<file path="src/rtl/fifo_rd_stream_pkg.sv">
// Shared types and helpers for the FIFO read-side streamer.
// Latency: n/a (types and constants only).
// Backpressure: n/a.
package fifo_rd_stream_pkg;

  // Reader FSM: WAIT while the FIFO read side is in reset,
  // RUN while streaming, FLUSH while discarded reads drain.
  typedef enum logic [1:0] {
    WAIT  = 2'd0,
    RUN   = 2'd1,
    FLUSH = 2'd2
  } rd_state_e;

  // Width of the optional statistics counters.
  localparam int STAT_W = 32;

  // Skid entries needed to cover every read in flight plus one beat
  // held at the output and one of slack, so that a full-rate stream
  // never runs out of credit.
  function automatic int skid_depth(input int latency);
    return latency + 2;
  endfunction

endpackage

</file>
<file path="src/rtl/fifo_rd_stream_if.sv">
// Valid/ready stream carrying the beats popped from the FIFO.
// Latency: n/a (wires only).
// Backpressure: the master holds m_data/m_valid until m_ready is seen.
//   master: drives m_data, m_valid; samples m_ready
//   slave : samples m_data, m_valid; drives m_ready
interface fifo_rd_stream_if #(
  parameter int DATA_WIDTH = 32
) ();
  logic [DATA_WIDTH-1:0] m_data;
  logic                  m_valid;
  logic                  m_ready;

  modport master (output m_data, output m_valid, input m_ready);
  modport slave  (input m_data, input m_valid, output m_ready);
endinterface

</file>
<file path="src/rtl/fifo_rd_stream_skid_ring.sv">
// Circular skid buffer holding beats returned by the FIFO.
// Latency: push visible at the head one cycle later; occ is registered.
// Backpressure: none internally; the caller never pushes into a full ring.
//   clk, rst      : clock, synchronous active-high reset
//   clear         : drop all entries (head jumps to tail); wins over push/pop
//   push/push_dat : write one entry at the tail
//   pop           : retire the head entry
//   occ, head_dat : entry count and head data
module skid_ring #(
  parameter  int WIDTH = 32,
  parameter  int DEPTH = 3,
  localparam int OCC_W = $clog2(DEPTH + 1),
  localparam int PTR_W = (DEPTH > 1) ? $clog2(DEPTH) : 1
) (
  input  logic             clk,
  input  logic             rst,
  input  logic             clear,
  input  logic             push,
  input  logic [WIDTH-1:0] push_dat,
  input  logic             pop,
  output logic [OCC_W-1:0] occ,
  output logic [WIDTH-1:0] head_dat
);

  logic [WIDTH-1:0] mem [DEPTH];
  logic [PTR_W-1:0] head;
  logic [PTR_W-1:0] tail;

  // Depth need not be a power of two, so wrap explicitly.
  function automatic logic [PTR_W-1:0] ptr_inc(input logic [PTR_W-1:0] p);
    return (p == PTR_W'(DEPTH - 1)) ? '0 : p + PTR_W'(1);
  endfunction

  always_ff @(posedge clk) begin
    if (rst) begin
      head <= '0;
      tail <= '0;
      occ  <= '0;
      for (int i = 0; i < DEPTH; i++) mem[i] <= '0;
    end else if (clear) begin
      head <= tail;
      occ  <= '0;
    end else begin
      if (push) begin
        mem[tail] <= push_dat;
        tail      <= ptr_inc(tail);
      end
      if (pop) head <= ptr_inc(head);
      case ({push, pop})
        2'b10:   occ <= occ + OCC_W'(1);
        2'b01:   occ <= occ - OCC_W'(1);
        default: occ <= occ;
      endcase
    end
  end

  assign head_dat = mem[head];

endmodule

</file>
<file path="src/rtl/fifo_rd_stream.sv">
// Reads a standard-mode FIFO and re-presents its words as a valid/ready stream.
// Latency: rd_en in cycle N -> beat in skid at N+READ_LATENCY -> m_valid at N+READ_LATENCY+1.
// Backpressure: reads are credit-limited by skid occupancy plus reads in flight; m_ready is never combinational to rd_en.
//   wr_clk, rst                 : shared FIFO clock, synchronous active-high reset
//   fifo_dout/empty/rd_rst_busy : FIFO read port status and data; fifo_rd_en drives it
//   flush                       : one-cycle pulse dropping buffered and in-flight beats
//   m_stream (master)           : m_data/m_valid/m_ready output stream
//   busy                        : high in WAIT or FLUSH
//   beat_count, stall_count     : stats, built only with FIFO_RD_STREAM_STATS_EN, else 0
module fifo_rd_stream
  import fifo_rd_stream_pkg::*;
#(
  parameter int DATA_WIDTH   = 32,
  parameter int READ_LATENCY = 1
) (
  input  logic                  wr_clk,
  input  logic                  rst,
  input  logic [DATA_WIDTH-1:0] fifo_dout,
  input  logic                  fifo_empty,
  input  logic                  fifo_rd_rst_busy,
  output logic                  fifo_rd_en,
  input  logic                  flush,
  fifo_rd_stream_if.master      m_stream,
  output logic                  busy,
  output logic [STAT_W-1:0]     beat_count,
  output logic [STAT_W-1:0]     stall_count
);

  localparam int SKID_DEPTH = skid_depth(READ_LATENCY);
  localparam int OCC_W      = $clog2(SKID_DEPTH + 1);

  rd_state_e               state;
  logic [READ_LATENCY-1:0] tag_vld;   // one bit per read still in the FIFO pipeline
  logic [READ_LATENCY-1:0] tag_keep;  // cleared when that read's data must be discarded
  logic [7:0]              inflight;
  logic [7:0]              credit_used;
  logic [OCC_W-1:0]        occ;
  logic                    drop;
  logic                    push;
  logic                    pop;

  // flush and a FIFO read-side reset both throw away everything buffered;
  // only meaningful while streaming.
  assign drop = (state == RUN) && (flush || fifo_rd_rst_busy);

  always_comb begin
    inflight = '0;
    for (int i = 0; i < READ_LATENCY; i++) inflight = inflight + 8'(tag_vld[i]);
  end

  assign credit_used = 8'(occ) + inflight;

  assign fifo_rd_en = (state == RUN) && !fifo_empty && !fifo_rd_rst_busy && !flush &&
                      (credit_used < 8'(SKID_DEPTH));

  // Tag pipeline mirrors the FIFO read latency. Discarded tags keep counting
  // as in flight so FLUSH waits until the stale data has actually gone by.
  always_ff @(posedge wr_clk) begin
    if (rst) begin
      tag_vld  <= '0;
      tag_keep <= '0;
    end else begin
      tag_vld[0]  <= fifo_rd_en;
      tag_keep[0] <= fifo_rd_en;
      for (int i = 1; i < READ_LATENCY; i++) begin
        tag_vld[i]  <= tag_vld[i-1];
        tag_keep[i] <= tag_keep[i-1] && !drop;
      end
    end
  end

  assign push = tag_keep[READ_LATENCY-1] && !drop;
  assign pop  = m_stream.m_valid && m_stream.m_ready;

  skid_ring #(
    .WIDTH (DATA_WIDTH),
    .DEPTH (SKID_DEPTH)
  ) u_skid (
    .clk      (wr_clk),
    .rst      (rst),
    .clear    (drop),
    .push     (push),
    .push_dat (fifo_dout),
    .pop      (pop),
    .occ      (occ),
    .head_dat (m_stream.m_data)
  );

  assign m_stream.m_valid = (occ != '0);

  always_ff @(posedge wr_clk) begin
    if (rst) begin
      state <= WAIT;
      busy  <= 1'b1;
    end else begin
      case (state)
        WAIT: begin
          if (!fifo_rd_rst_busy) begin
            state <= RUN;
            busy  <= 1'b0;
          end
        end
        RUN: begin
          if (fifo_rd_rst_busy) begin
            state <= WAIT;
            busy  <= 1'b1;
          end else if (flush) begin
            state <= FLUSH;
            busy  <= 1'b1;
          end
        end
        FLUSH: begin
          if (inflight == 8'd0) begin
            state <= fifo_rd_rst_busy ? WAIT : RUN;
            busy  <= fifo_rd_rst_busy;
          end
        end
        default: begin
          state <= WAIT;
          busy  <= 1'b1;
        end
      endcase
    end
  end

`ifdef FIFO_RD_STREAM_STATS_EN
  always_ff @(posedge wr_clk) begin
    if (rst) begin
      beat_count  <= '0;
      stall_count <= '0;
    end else begin
      if (pop) beat_count <= beat_count + STAT_W'(1);
      if (m_stream.m_valid && !m_stream.m_ready) stall_count <= stall_count + STAT_W'(1);
    end
  end
`else
  assign beat_count  = '0;
  assign stall_count = '0;
`endif

  // Simulation-only invariant checks.
  logic                  hold_q;
  logic [DATA_WIDTH-1:0] hold_dat_q;

  always_ff @(posedge wr_clk) begin
    if (rst) hold_q <= 1'b0;
    else     hold_q <= m_stream.m_valid && !m_stream.m_ready;
  end

  always_ff @(posedge wr_clk) hold_dat_q <= m_stream.m_data;

  always_ff @(posedge wr_clk) begin
    if (!rst) begin
      assert (credit_used <= 8'(SKID_DEPTH))
        else $error("invariant: occ+inflight=%0d exceeds skid depth", credit_used);
      assert (!(fifo_rd_en && fifo_empty))
        else $error("invariant: fifo_rd_en asserted while fifo_empty");
      if (hold_q && m_stream.m_valid)
        assert (m_stream.m_data == hold_dat_q)
          else $error("invariant: m_data changed while stalled");
    end
  end

endmodule

</file>
<file path="src/flat_wrapper.sv">
// flat-port wrapper written by rule: the top's interface ports become plain ports
module fifo_rd_stream_flat import fifo_rd_stream_pkg::*;
#(
  parameter int DATA_WIDTH   = 32,
  parameter int READ_LATENCY = 1
)
  (wr_clk, rst, fifo_dout, fifo_empty, fifo_rd_rst_busy, fifo_rd_en, flush, busy, beat_count, stall_count, m_stream_m_data, m_stream_m_valid, m_stream_m_ready);
  fifo_rd_stream_if #(.DATA_WIDTH(DATA_WIDTH)) m_stream_i ();
  input  logic wr_clk;
  input  logic rst;
  input  logic [DATA_WIDTH-1:0] fifo_dout;
  input  logic fifo_empty;
  input  logic fifo_rd_rst_busy;
  output logic fifo_rd_en;
  input  logic flush;
  output logic busy;
  output logic [STAT_W-1:0] beat_count;
  output logic [STAT_W-1:0] stall_count;
  output wire logic [$bits(m_stream_i.m_data)-1:0] m_stream_m_data;
  output wire logic [$bits(m_stream_i.m_valid)-1:0] m_stream_m_valid;
  input wire logic [$bits(m_stream_i.m_ready)-1:0] m_stream_m_ready;
  assign m_stream_m_data = m_stream_i.m_data;
  assign m_stream_m_valid = m_stream_i.m_valid;
  assign m_stream_i.m_ready = m_stream_m_ready;
  fifo_rd_stream #(.DATA_WIDTH(DATA_WIDTH), .READ_LATENCY(READ_LATENCY)) u_core (.wr_clk(wr_clk), .rst(rst), .fifo_dout(fifo_dout), .fifo_empty(fifo_empty), .fifo_rd_rst_busy(fifo_rd_rst_busy), .fifo_rd_en(fifo_rd_en), .flush(flush), .m_stream(m_stream_i), .busy(busy), .beat_count(beat_count), .stall_count(stall_count));
endmodule
</file>
<file path="config.mk">
export PLATFORM = sky130hd
export DESIGN_NAME = fifo_rd_stream_flat
export DESIGN_NICKNAME = d
export VERILOG_FILES = /design/src/rtl/fifo_rd_stream_pkg.sv /design/src/rtl/fifo_rd_stream_if.sv /design/src/rtl/fifo_rd_stream_skid_ring.sv /design/src/rtl/fifo_rd_stream.sv /design/src/flat_wrapper.sv
export SDC_FILE = /design/constraint.sdc
export NUM_CORES = 1
export LEC_CHECK = 0
export ABC_AREA = 1
export BUFFER_PORTS_ARGS = -buffer_cell sky130_fd_sc_hd__buf_2
export CAP_MARGIN = 20
export CORE_ASPECT_RATIO = 1.25
export CORE_MARGIN = 5
export CORE_UTILIZATION = 57
export CTS_BUF_LIST = sky130_fd_sc_hd__clkbuf_4 sky130_fd_sc_hd__clkbuf_8
export CTS_CLUSTER_DIAMETER = 50
export DETAILED_ROUTE_END_ITERATION = 6
export GPL_TIMING_DRIVEN = 0
export PLACE_DENSITY = 0.89
export SLEW_MARGIN = 20
export SYNTH_ARGS = -nofsm -noshare
export SYNTH_HDL_FRONTEND = slang
export SYNTH_SLANG_ARGS = --single-unit
</file>
<file path="constraint.sdc">
create_clock -name wr_clk -period 7 [get_ports wr_clk]
set_input_delay 1.4 -clock wr_clk [delete_from_list [all_inputs] [get_ports wr_clk]]
set_output_delay 1.4 -clock wr_clk [all_outputs]
set_load 0.02 [all_outputs]
</file>
Word level (Yosys, flattened, before mapping). Memory sizes are Yosys's and may differ from the RTL's. A register that Yosys moved wholly into a read port is not among the register bits. Index checks and enable logic that the tools add are counted.

Register bits after elaboration: 10. RAM bits: 96. Bits of input ports: 38. Output and inout bits: 99. Logic and storage cells: 71. Memories: 1.

Memory list: u_core.u_skid.mem (words 3, width 32, read ports 1, clocked after Yosys merged registers in 1, wr ports 3, line fifo_rd_stream_skid_ring.sv:25) `logic [WIDTH-1:0] mem [DEPTH];`.

$add $sub $neg: 5. Order comparisons: 1. Eq/ne operators: 9. Multiplexer cells: 27. Bitwise gates (word level): 1. Reduce and logical (&&, ||, !) cells: 21.

Operators with widths (count): 32-bit two-way mux (1); 32-bit OR reduction (1); 2-bit two-way mux (11); 1-bit two-way mux (12); 2-bit == test (second input constant) (4); 8-bit zero test (1); 8-bit by 2-bit < comparator with 1-bit output (second input constant) (1); 1-bit logical AND (7); 2-bit by 1-bit adder with 2-bit output (second input constant) (3); 2-bit one-hot mux with 3 select lines (1); 2-bit nonzero test (3); 2-bit by 1-bit == test with 1-bit output (second input constant) (2); 1-bit zero test (4); 2-bit one-hot mux with 2 select lines (1); 2-bit by 1-bit adder with 3-bit output (1); 3-bit != test (second input constant) (1); 1-bit one-hot mux with 3 select lines (1); 3-bit AND reduction (1); 2-bit zero test (1); 2-bit by 1-bit != test with 1-bit output (second input constant) (1); 2-bit != test (second input constant) (1); 2-bit AND reduction (1); 2-bit OR reduction (1); 2-bit by 1-bit subtractor with 2-bit output (second input constant) (1); 2 further kinds (2).

Logic depth before layout (Yosys ltp). Gate-level depths: netlist (run 1).

Word-level depth: 10. Gate-level depth with buffers: 10. Depth with buffers taken out: 10.

Hierarchy. From an unflattened synthesis (run 1), not the netlist that was laid out.

Cell total of the unflattened synthesis: 607. Area, all modules: 6470.0 um2.

Modules (own cells, without submodules): skid_ring (instances 1, cells each 503, area each 5718.0 um2, seq. area each 4003.8 um2); fifo_rd_stream (instances 1, cells each 104, area each 752.0 um2, seq. area each 80.1 um2).

Worst setup path after synthesis (run 1). No wires, ideal clock.

Kind: input -> register. Start point: input port fifo_rd_rst_busy. End point: memory u_core.u_skid.mem[3][0], enable pin. Setup time: 0.501 ns. Arrival time: 4.819 ns. Required time: 6.499 ns. Setup slack: 1.680 ns. Stages on the path: 5. Path buffers: 0. Cell sequence: inv_1 -> nand2_2 -> nand2_4 -> nand2_4 -> nor4_1.

RTL lines: start: declaration (line flat_wrapper.sv:13) `input logic fifo_rd_rst_busy;`; end: declaration (line fifo_rd_stream_skid_ring.sv:25).

==> impl_metrics.json, run 1 <==
{
  "grt_pass1_wl_um": 23300,
  "yosys_warnings": 0,
  "reg2reg_depth": 5,
  "io_pins": 137,
  "antenna_left": 0,
  "die_y_um": 129,
  "cts_resized": 0,
  "nets": 804,
  "coreArea_um2": 11100,
  "yosysTopAreaCellShare_pct": 59.7,
  "multi_input_area_um2": 1770,
  "worst_pin_slew_ps": 616,
  "skew_ps": 8.54,
  "p_int_mw": 1.33,
  "grt.overflow.total": 0,
  "drt_iter0_markers": 457,
  "cts_hold_buffers": 0,
  "p_leak_nw": 3.47,
  "synth_area_per_cell_um2": 10.7,
  "critical_path_class": "flop to output port",
  "rows": 43,
  "first_pass_iters": 5,
  "die_x_um": 105,
  "hp-start": "u_core.busy",
  "vdd_ir_drop_max_v": 0.000120,
  "drc": 0,
  "vias": 4832,
  "holdPathEnd": "u_core.busy",
  "gr-usage-all-layers_pct": 22.3,
  "clkPwrFrac_pct": 36.2,
  "regArea_um2": 4080,
  "fillCellCount": 765,
  "fin_tns_setup_ps": 0,
  "clkTransAtPathRegs_ps": 70,
  "required_ps": 5600,
  "finalSetupViolations": 0,
  "yosysSeqAreaShare_pct": 63.5,
  "finalHoldViolations": 0,
  "whs_ps": 473,
  "wl_met2_um": 7850,
  "rrSetupSlack_ps": 4850,
  "cts_buffer_depth": 2,
  "drive_gt1_share_pct": 25.9,
  "worstHoldPathType": "flop to flop",
  "synth_area_leaders": "edfxtp_1 60%, nor2_1 9.9%, buf_4 7.5%",
  "synth_cell_types": 29,
  "cp.arrival_ps": 2240,
  "cts_tree": "done",
  "via_per_inst": 5.30,
  "grt_pass1_vias": 4819,
  "cts.sinks": 140,
  "insertion_delay_ps": 430,
  "endpoint_kind": "output port",
  "p_switching_mw": 0.383,
  "ys_ff_latch": 140,
  "worstPathMaxFanout": 10,
  "top_layer_used": "met4",
  "synth_area_um2": 6430,
  "crit-reg2reg-launch": "u_core.u_skid.tail[1]",
  "status": "completed",
  "final_cells": 911,
  "power_density_nw_per_um2": 222,
  "die_area_um2": 13500,
  "wl_um": 15000,
  "grt_setup_unrepaired": "no",
  "r2r_end": "u_core.u_skid.mem[3][26]",
  "synthCells": 600,
  "route.layer.met1.wl_um": 5180,
  "io_buffers": 72,
  "seqPwrFrac_pct": 54.9,
  "wl_met3_um": 1650,
  "yosys.area.top_type": "edfxtp_1",
  "hold_path_depth": 2,
  "start_util_pct": 58.0,
  "gp_congestion": 0.792,
  "critPathLaunchType": "flop",
  "maxCapViolations": 0,
  "placedCellCount": 879,
  "syn2layout_area_growth_pct": 19.8,
  "cts_made_buffers": 17,
  "postCtsSetupRepairBufs": 0,
  "wl_per_cell_um": 16.5,
  "p_sw_share_pct": 22.4,
  "fmax_mhz": 274,
  "dp_hpwl_um": 10200,
  "cts-root-buf": "clkbuf_8",
  "grt_max_degree": 25,
  "period_needed_ps": 3640,
  "antenna_found_initial": 0,
  "antennaDiodeCount": 0,
  "p_comb_share_pct": 9.0,
  "finalMaxSlewViolations": 0,
  "fin_crit_sh_pct": 52.1,
  "timing.slew.headroom_pct": 59.0,
  "htreeDepth": 4
}
-- power by group through the flow --
stage | Sequential, mW | Combinational [mW] | Clock [mW]
CTS | 0.937 | 0.151 | 0.619
floorplan | 0.955 | 0.107 | 0
global route | 0.938 | 0.165 | 0.661
finish | 0.937 | 0.153 | 0.618
global placement | 0.955 | 0.141 | 0
detailed placement | 0.955 | 0.150 | 0
-- layer usage --
metal  vias up  global-route usage (%)
met5         -                       0
met4         0                    7.45
met3        36                    7.53
met2       286                    41.0
met1      2273                    23.8
li1       2237                       -
-- sequential cells by signal, indices dropped and copies added (netlist names), named ones only --
| register | cells |
|---|---|
| u_core.busy | 1 |
| u_core.u_skid.occ | 2 |
| u_core.u_skid.head | 2 |
| u_core.u_skid.mem | 128 |
| u_core.tag_vld | 1 |
| u_core.u_skid.tail | 2 |
| u_core.state | 2 |
-- cell usage after synthesis --
cell type / n
nor2_4: 1
ha_1: 3
nor2_1: 169
dfxtp_1: 12
or2_2: 1
nand2_4: 2
buf_4: 64
conb_1: 1
nor4_1: 1
inv_1: 44
clkinv_1: 2
nor3_1: 2
nand2_2: 1
buf_6: 8
clkbuf_1: 15
o22ai_1: 32
edfxtp_1: 128
nand2_1: 17
nand4_1: 2
buf_2: 2
a211oi_1: 1
inv_2: 1
buf_1: 2
a21oi_1: 3
clkbuf_8: 1
nor2_8: 1
nand3_1: 16
nand3_4: 3
o21ai_0: 65
-- critical path: stages (launching register included) --
cell and delay, ps:
dfxtp_1 330, buf_2 230, clkinv_1 310, clkbuf_1 340, o21ai_0 280, o22ai_1 140
buf_2 180
-- metrics by stage --
| stage | area (um2) | util, % | setup slack (ps) | power (mW) |
|---|---|---|---|---|
| 2_1_floorplan | 6670 | - | 1680 | 1.06 |
| 3_3_place_gp | 7200 | 65.0 | -767 | 1.10 |
| 3_5_place_dp | 7320 | 66.1 | 3530 | 1.11 |
| 4_1_cts | 7700 | 69.5 | 3330 | 1.71 |
| 5_1_grt | 7700 | 69.5 | 3240 | 1.76 |
| 6_report | 7700 | 69.5 | 3360 | 1.71 |
-- layout make-up --
cell class / instances / share of cell area (%)
Buffer: 92 / 8.54
Clock buffer: 23 / 3.70
Clock inverter: 9 / 1.25
Inverter: 47 / 2.29
Multi-Input combinational cell: 384 / 22.9
Sequential cell: 140 / 53.0
Tap cell: 135 / 2.19
Timing Repair Buffer: 81 / 6.11
-- placed cells by master, fill, tap and decap left out --
| master | Yosys | routed |
|---|---|---|
| dfxtp_1 | 12 | 12 |
| edfxtp_1 | 128 | 128 |
| nand2_4 | 2 | 2 |
| clkinv_2 | 0 | 5 |
| inv_2 | 1 | 1 |
| clkinvlp_4 | 0 | 1 |
| clkbuf_4 | 0 | 5 |
| nand2_1 | 17 | 14 |
| ha_1 | 3 | 3 |
| nor2_4 | 1 | 1 |
| nand3_1 | 16 | 16 |
| nor2_8 | 1 | 1 |
| nand4_1 | 2 | 2 |
| o21ai_0 | 65 | 65 |
| conb_1 | 1 | 64 |
| buf_16 | 0 | 2 |
| a211oi_1 | 1 | 1 |
| inv_1 | 44 | 44 |
| nor4_2 | 0 | 1 |
| buf_12 | 0 | 1 |
| o22ai_1 | 32 | 32 |
| or2_2 | 1 | 1 |
| nor3_1 | 2 | 2 |
| nand3_4 | 3 | 3 |
| buf_1 | 2 | 2 |
| nand2_2 | 1 | 4 |
| clkinv_1 | 2 | 3 |
| a21oi_1 | 3 | 3 |
| clkbuf_1 | 15 | 15 |
| clkbuf_8 | 1 | 19 |
| buf_4 | 64 | 66 |
| buf_6 | 8 | 8 |
| buf_2 | 2 | 78 |
| bufinv_16 | 0 | 2 |
| nor2_1 | 169 | 169 |
-- worst max path at each step --
stage | to | start | cells past startpoint
finish | m_stream_m_data[8] | flop | 6
detailed placement | fifo_rd_en | fifo_rd_rst_busy | 5
global placement | u_core.u_skid.mem[3][15] | fifo_rd_rst_busy | 6
CTS | m_stream_m_data[8] | flop | 6
floorplan | u_core.u_skid.mem[3][0] | fifo_rd_rst_busy | 5
global route | m_stream_m_data[28] | flop | 6
-- logic make-up after synthesis --
group / synth area share (%)
adders and majority gates: 0.583
DFF: 63.5
other: 0.0583
AOI/OAI and AO/OA: 8.52
and+or+nand+nor: 14.4
buffers and inverters: 13.0
No activity file was read; power rests on OpenSTA's default activity.
==> run 2: changes to the inputs <==
--- a/config.mk
+++ b/config.mk
@@ -10,12 +10,12 @@
 export CAP_MARGIN = 20
 export CORE_ASPECT_RATIO = 1.25
 export CORE_MARGIN = 5
-export CORE_UTILIZATION = 57
+export CORE_UTILIZATION = 51
 export CTS_BUF_LIST = sky130_fd_sc_hd__clkbuf_4 sky130_fd_sc_hd__clkbuf_8
 export CTS_CLUSTER_DIAMETER = 50
 export DETAILED_ROUTE_END_ITERATION = 6
 export GPL_TIMING_DRIVEN = 0
-export PLACE_DENSITY = 0.89
+export PLACE_DENSITY = 0.84
 export SLEW_MARGIN = 20
 export SYNTH_ARGS = -nofsm -noshare
 export SYNTH_HDL_FRONTEND = slang
==> constraint.sdc (replaced) <==
create_clock -name wr_clk -period 3.3 [get_ports wr_clk]
set_input_delay 0.66 -clock wr_clk [delete_from_list [all_inputs] [get_ports wr_clk]]
set_output_delay 0.66 -clock wr_clk [all_outputs]
set_load 0.02 [all_outputs]
==> run 2 against run 1 <==
Compared with the run above: hold slack got worse by 73 ps; critical endpoint is now m_stream_m_data[3]; largest cell class unchanged; worst setup slack worse by 2900 ps; first-iteration DRC count fell by 33%; final cell count rose by 3.4%; global-route usage is 2.4 points lower; sequential power grew 110%; non-clock buffer count is 3 lower; sequential share of layout area is 0.72 points lower; clock-buffer cell count shrank 1.
==> impl_metrics.json, run 2 (synthesized netlist as in run 1, its figures left out) <==
{
  "status": "completed",
  "final_common_cell": "nor2_1",
  "die_area_um2": 15000,
  "maxCapViolations": 0,
  "crit_path_max_incr_delay_ps": 360,
  "cts_resized": 0,
  "grt_pass1_vias": 4732,
  "whs_ps": 400,
  "skew_ps": 8.02,
  "cts_made_buffers": 17,
  "p_int_mw": 2.98,
  "power_density_nw_per_um2": 491,
  "cp.arrival_ps": 2190,
  "gp_congestion": 0.764,
  "critical_path_class": "flop to output port",
  "grt_setup_unrepaired": "no",
  "worstHoldPathType": "input pin to flop",
  "seqPwrFrac_pct": 51.8,
  "wl_um": 14500,
  "drc": 0,
  "fin_tns_setup_ps": 0,
  "clkTransAtPathRegs_ps": 80,
  "io_pins": 137,
  "clkPwrFrac_pct": 39.9,
  "finalSetupViolations": 0,
  "htreeDepth": 4,
  "io_buffers": 72,
  "start_util_pct": 51.3,
  "setup_ws_ps": 446,
  "endpoint_kind": "output port",
  "fin_crit_sh_pct": 86.5,
  "grt_pass1_wl_um": 23200,
  "top_register": "u_core.u_skid.mem",
  "rows": 46,
  "grt_max_degree": 25,
  "cts.sinks": 140,
  "period_needed_ps": 2850,
  "largest_reg_flops": 128,
  "rrSetupSlack_ps": 1170,
  "p_leak_nw": 3.48,
  "fmax_mhz": 350,
  "grt.overflow.total": 0,
  "vias": 4595,
  "gr-usage-all-layers_pct": 19.9,
  "p_switching_mw": 0.862,
  "vdd_ir_drop_max_v": 0.000290,
  "cts_tree": "done",
  "required_ps": 2640,
  "postCtsSetupRepairBufs": 0,
  "crit_path_frequent_cell": "buf_2",
  "p_comb_share_pct": 8.4,
  "worst_pin_slew_ps": 768,
  "finalMaxSlewViolations": 0,
  "drt_iter0_markers": 306,
  "path_cells": "buf_2 -> clkinv_1 -> clkbuf_1 -> o21ai_0 -> o22ai_1 -> buf_2",
  "cts_buffer_depth": 2,
  "nets": 801,
  "worstPathMaxFanout": 10,
  "via_per_inst": 4.88,
  "syn2layout_area_growth_pct": 21.4,
  "antenna_left": 0,
  "coreArea_um2": 12500,
  "finalHoldViolations": 0,
  "pre_cts_slack_ps": 683,
  "die_x_um": 110,
  "wl_per_cell_um": 15.4,
  "insertion_delay_ps": 440,
  "die_y_um": 136,
  "first_pass_iters": 5,
  "critPathLaunchType": "flop",
  "dp_hpwl_um": 10000,
  "cts_hold_buffers": 0,
  "drive_gt1_share_pct": 25.7,
  "cts-root-buf": "clkbuf_8",
  "antenna_found_initial": 1,
  "p_sw_share_pct": 22.5,
  "layout_common_cells": "169 x nor2_1, 128 x edfxtp_1, 74 x buf_2",
  "cp_slowest_cell": "dfxtp_1",
  "timing.slew.headroom_pct": 48.4
}
-- run 2: power by group through the flow --
stage | clock network (mW) | registers, mW | logic [mW]
finish | 1.53 | 1.99 | 0.321
floorplan | 0 | 2.02 | 0.226
global placement | 0 | 2.03 | 0.301
global route | 1.63 | 1.99 | 0.350
CTS | 1.55 | 1.99 | 0.318
detailed placement | 0 | 2.03 | 0.317
-- run 2: worst max-delay path, delay by kind of cell (launching register included) --
family                 cells  cell delay, ps
AO/OA/AOI/OAI              2             420
flip-flops                 1             360
buffers and inverters      4             980
-- run 2: worst paths after layout --
kind | cells past startpoint | to | from
worst max-delay path | 6 | m_stream_m_data[3] | flop
worst min-delay path | 1 | u_core.u_skid.mem[3][24] | fifo_dout[24]
worst max register to register | 9 | u_core.u_skid.mem[0][14] | u_core.state[0]
worst min register to register | 2 | u_core.busy | u_core.busy
-- run 2: metrics by stage --
| stage | power [mW] | utilization, % | std cells | cell area [um2] |
|---|---|---|---|---|
| 2_1_floorplan | 2.25 | - | 663 | 6680 |
| 3_3_place_gp | 2.33 | 57.8 | 903 | 7250 |
| 3_5_place_dp | 2.34 | 58.7 | 909 | 7360 |
| 4_1_cts | 3.86 | 62.2 | 941 | 7810 |
| 5_1_grt | 3.97 | 62.2 | 941 | 7810 |
| 6_report | 3.84 | 62.3 | 942 | 7810 |
-- run 2: metal layers --
metal,vias to the layer above,track usage [%],wire [um]
li1,2230,-,-
met1,2132,22.3,5290
met2,202,35.2,7560
met3,29,7.02,1360
met4,2,7.05,271
met5,-,0,13
-- run 2: area by class of cell --
class / count / area [um2]
diodes: 1 / 2.50
plain buffers: 92 / 658
clock buffers: 22 / 284
clock inverters: 10 / 164
fillers: 1017 / 4740
inverters: 47 / 176
multi-input cells: 384 / 1770
flip-flops and latches: 140 / 4080
well taps: 168 / 210
repair buffers: 78 / 458
